===== src/rtl/rate_pulse_gen.sv =====
// rate_pulse_gen: programmable-rate tick and square-wave generator.
// Four divide ratios can be selected. The up/dn level inputs step the
// selection. Each input is edge-detected, so a held level gives one step.
// Optional build macro RATE_PULSE_GEN_SYNC_EN puts a two-flop synchronizer
// in front of the up/dn edge detector. This adds two cycles of mode latency.
module rate_pulse_gen #(
  parameter int CNT_W = 26,
  parameter int RATE0 = 25000000,
  parameter int RATE1 = 2500000,
  parameter int RATE2 = 250000,
  parameter int RATE3 = 25000
) (
  input  logic       clk,
  input  logic       rst,
  input  logic       en,
  input  logic       up,
  input  logic       dn,
  output logic       output_pulses,
  output logic       clock_out,
  output logic [1:0] mode
);

  localparam logic [CNT_W-1:0] R0 = CNT_W'(RATE0);
  localparam logic [CNT_W-1:0] R1 = CNT_W'(RATE1);
  localparam logic [CNT_W-1:0] R2 = CNT_W'(RATE2);
  localparam logic [CNT_W-1:0] R3 = CNT_W'(RATE3);
  localparam logic [CNT_W-1:0] ONE = CNT_W'(1);

  logic             up_src, dn_src;
  logic             up_q, dn_q;
  logic             up_edge, dn_edge;
  logic             step_up, step_dn, mode_chg;
  logic [CNT_W-1:0] cnt;
  logic [CNT_W-1:0] rate;

`ifdef RATE_PULSE_GEN_SYNC_EN
  logic [1:0] up_sync, dn_sync;

  // Two-flop synchronizers. They reset high, so a level held across reset
  // release does not look like a rising edge.
  always_ff @(posedge clk) begin
    if (rst) begin
      up_sync <= 2'b11;
      dn_sync <= 2'b11;
    end else begin
      up_sync <= {up_sync[0], up};
      dn_sync <= {dn_sync[0], dn};
    end
  end

  assign up_src = up_sync[1];
  assign dn_src = dn_sync[1];
`else
  assign up_src = up;
  assign dn_src = dn;
`endif

  // One-cycle history for rising-edge detection; resets high for the same reason.
  always_ff @(posedge clk) begin
    if (rst) begin
      up_q <= 1'b1;
      dn_q <= 1'b1;
    end else begin
      up_q <= up_src;
      dn_q <= dn_src;
    end
  end

  assign up_edge  = up_src & ~up_q;
  assign dn_edge  = dn_src & ~dn_q;
  // Coincident up and dn edges cancel out.
  assign step_up  = up_edge & ~dn_edge;
  assign step_dn  = dn_edge & ~up_edge;
  assign mode_chg = step_up | step_dn;

  // Divide ratio of the current mode
  always_comb begin
    rate = R0;
    case (mode)
      2'd0: rate = R0;
      2'd1: rate = R1;
      2'd2: rate = R2;
      2'd3: rate = R3;
      default: rate = R0;
    endcase
  end

  // Mode stepping and the divider.
  // A mode change restarts the period and takes priority over a terminal count.
  // The counter compare uses >=, so cnt cannot go past the active ratio.
  // This holds even right after a switch to a shorter ratio.
  always_ff @(posedge clk) begin
    if (rst) begin
      cnt           <= ONE;
      mode          <= 2'd0;
      output_pulses <= 1'b0;
      clock_out     <= 1'b0;
    end else if (mode_chg) begin
      mode          <= step_up ? mode + 2'd1 : mode + 2'd3;
      cnt           <= ONE;
      output_pulses <= 1'b0;
    end else if (en) begin
      if (cnt >= rate) begin
        cnt           <= ONE;
        output_pulses <= 1'b1;
        clock_out     <= ~clock_out;
      end else begin
        cnt           <= cnt + ONE;
        output_pulses <= 1'b0;
      end
    end else begin
      output_pulses <= 1'b0;
    end
  end

endmodule

===== config.mk =====
export PLATFORM = sky130hd
export DESIGN_NAME = rate_pulse_gen
export DESIGN_NICKNAME = d
export VERILOG_FILES = /design/src/rtl/rate_pulse_gen.sv
export SDC_FILE = /design/constraint.sdc
export NUM_CORES = 1
export LEC_CHECK = 0
export ABC_AREA = 1
export CORE_MARGIN = 1.5
export CORE_UTILIZATION = 50
export CTS_CLUSTER_DIAMETER = 50
export DETAILED_ROUTE_END_ITERATION = 16
export PLACE_DENSITY_LB_ADDON = 0.05
export SLEW_MARGIN = 5
export SYNTH_ARGS = -nofsm -noshare
export SYNTH_HDL_FRONTEND = slang
export SYNTH_SLANG_ARGS = --single-unit

===== constraint.sdc =====
create_clock -name clk -period 3.82 [get_ports clk]
set_input_delay 0.764 -clock clk [delete_from_list [all_inputs] [get_ports clk]]
set_output_delay 0.764 -clock clk [all_outputs]
set_load 0.005 [all_outputs]

==> metrics <==
DR iter-0 viols=165; Mean Syn Cell Area=6.912 sq um; post-CTS setup repair buffer count=0; final-report hold violation count=0; H-tree Lvls=2; Die X=70.95 microns; gr ovfl total=0; Detailed Place HPWL=4.193 mm; Static Leak=0.001145 uW; CTS tree=yes; Post-synth EDFFs=0; Clock Root Buffer=clkbuf_8; period utilization=73.84%; Placer Congestion=0.8914; clock insertion delay at the later pin of the skew report=280 ps; number of placement rows=24; area delta synth->final=9.160%; mapped cell area=2308 sq um; Clock Path Buffers=2; DR WL/cell=13.34 microns; Comb power frac=16.8%; via count of the first global-routing pass=1,824; met2 Usage GRT=36.24%; Sinks on Clock Net=32; Placed Cells incl. Taps=393; I/O Buffers=8; io pins=9; Yosys reg bits=32; clk_skew=6.808 ps; largest net degree at the start of global routing=16; clock share of power=35.0%; Final Non-Filler Cells=400; Vias=2,069; sequential share of the synthesized area=27.75%; RSZ-0062 raised after global routing=no; layout cells sized above 1=8.621%; drt pass-1 iters=4; hold bufs inserted after CTS=0; Pins Over Slew Limit=0; Post-Syn Instances=334; DR vias/cell=5.173; Worst Path Arrival=3040 ps; sequential share of power=48.2%; Power per Cell Area=285.3 nW/um^2; Post-synth ARST share=0%; Final min period=2821 ps; initial antenna violation count=0; GR Util met1=31.87%; drt drc=0; total power=719.0 uW; Initial Utilization=52.65%; Startpoint Class=flop; Sw Ratio=29.45%; Max Fclk=354.5 MHz; setup TNS=0 ps; Detailed Route WL=5.337 mm; Worst Tran Pin Value=374.9 ps; critical path class=reg2reg; Worst VDD drop=0.1249 mV; Syn. warnings=0; Layout Nets=380; die span in y=70.95 microns; Final ANT Viol Nets=0; Antenna Cells=0; Switch Pwr=211.8 uW; CP Max Fanout=15; Post-Syn Nets=366; post-synth cell types=32; CP Capture Type=flop; Clock transition at path regs=70 ps; core area=4384 sq um; Int Pwr=507.3 uW; met3 usage=4.274%; TritonCTS Buffers=5; # Max-Cap Violations=0; global-route wire length before repair=8.942 mm; status=complete, no violations; Critical Path RT=4040 ps; Post-synth top flop=dfxtp_1; CTS-repair resized insts=0; busiest grt layer=met2; Max-Slew Margin vs Limit=74.94%; gr usage total=22.66%; Setup-failing EPs final=0; die area=5033 sq um; type of the most critical hold path=reg2reg
[power by group through the flow]
| stage | logic, uW | clock network, uW | registers, uW |
|---|---|---|---|
| after floorplan | 87.0 | 0 | 353 |
| after global placement | 119 | 0 | 354 |
| after detailed placement | 121 | 0 | 354 |
| after CTS | 122 | 255 | 347 |
| after global routing | 140 | 266 | 347 |
| final | 121 | 252 | 347 |
[critical path: stages (launching register included)]
cell and delay (ps):
dfxtp_1 520, inv_1 240, ha_1 290, inv_1 260, ha_1 330, inv_1 60, nor2_1 40, nor2_1 140
nand2_1 60, nor2_1 90, nand3_1 80, nand2_2 90, nand3_4 90, nand2_4 130, nand2_4 170, nor2_1 150
[sequential cells by signal, summed over array words and instances, names as in the netlist]
register / cells
mode: 2
output_pulses: 1
up_q: 1
cnt: 26
clock_out: 1
dn_q: 1
[final cells by class]
class	instances	area, sq um
inverter	52	195.2
multi-input combinational	248	1454
clock inverter	1	5.005
tap	52	65.06
sequential	32	640.6
fill	440	1864
clock buffer	6	72.57
timing repair buffer	9	87.58
[logic make-up (layout without fill, tap and decap cells)]
group / count (synthesis) / in the layout / share of synthesized area [%]
DFF: 32 / 32 / 27.75
adders and majority gates: 27 / 27 / 14.63
xor gates and xnor gates: 14 / 14 / 5.311
AOI/OAI and AO/OA: 28 / 28 / 6.451
buffers and inverters: 54 / 68 / 9.268
and+or+nand+nor: 179 / 179 / 36.59
[cell usage after synthesis, types with 2 or more instances]
| cell type | n | area share, % |
|---|---|---|
| nand2_4 | 2 | 0.98 |
| ha_1 | 27 | 15 |
| nor3_1 | 7 | 1.5 |
| nor4_1 | 3 | 0.81 |
| xor2_1 | 10 | 3.8 |
| o21ai_0 | 12 | 2.6 |
| nor4_2 | 2 | 1.1 |
| nor2_1 | 48 | 7.8 |
| nand2_1 | 71 | 12 |
| nand4_1 | 8 | 2.2 |
| nor2_2 | 11 | 3.0 |
| dfxtp_1 | 32 | 28 |
| xnor2_1 | 4 | 1.5 |
| and3_1 | 2 | 0.54 |
| nand3_1 | 17 | 3.7 |
| inv_1 | 51 | 8.3 |
| a21oi_1 | 12 | 2.6 |
[metal layers]
layer	share of wire [%]	wire length (microns)	up-vias
li1	-	-	1092
met1	50	2684	936
met5	0	0	-
met2	44	2344	36
met4	0.92	49	0
met3	4.8	258	5
[final timing paths]
kind | start | endpoint | slack [ps] | cells past startpoint
max | mode[0] | cnt[22] | 1000 | 15
min | cnt[1] | cnt[1] | 500 | 2
max reg2reg | mode[0] | cnt[22] | 1000 | 15
min reg2reg | cnt[1] | cnt[1] | 500 | 2
[per-stage QoR]
step	hold WS [ps]	area (sq um)	utilization [%]	worst slack (ps)
after floorplan	474.2	2308	-	1501
after global placement	499.5	2442	55.71	902.6
after detailed placement	493.4	2442	55.71	836.6
after CTS	503.8	2520	57.48	975.8
after global routing	531.8	2520	57.48	666.9
final	501.6	2520	57.48	999.1
[cell usage in the layout, fill, tap and decap left out]
cell type	Yosys	layout
clkdlybuf4s50_1	0	8
nand4_1	8	8
and3_2	1	1
a31oi_1	1	1
xor2_1	10	10
inv_2	1	1
nor2_2	11	11
or2_2	1	1
ha_1	27	27
a21o_1	1	1
o21bai_1	1	1
or2_0	1	1
nand3_1	17	17
nand3_4	1	1
nor3_4	1	1
buf_4	1	1
nand2_1	71	71
clkbuf_8	0	5
nor2_1	48	48
clkinv_2	0	1
xnor2_1	4	4
and3_1	2	2
o21ai_0	12	12
nor3_1	7	7
nor3_2	1	1
dfxtp_1	32	32
nor4_1	3	3
o211ai_1	1	1
nor4_2	2	2
a21oi_1	12	12
nand3_2	1	1
nand2_2	1	1
clkbuf_1	0	1
nand2_4	2	2
inv_1	51	51
Note: power is estimated with default switching activity, not from simulation.
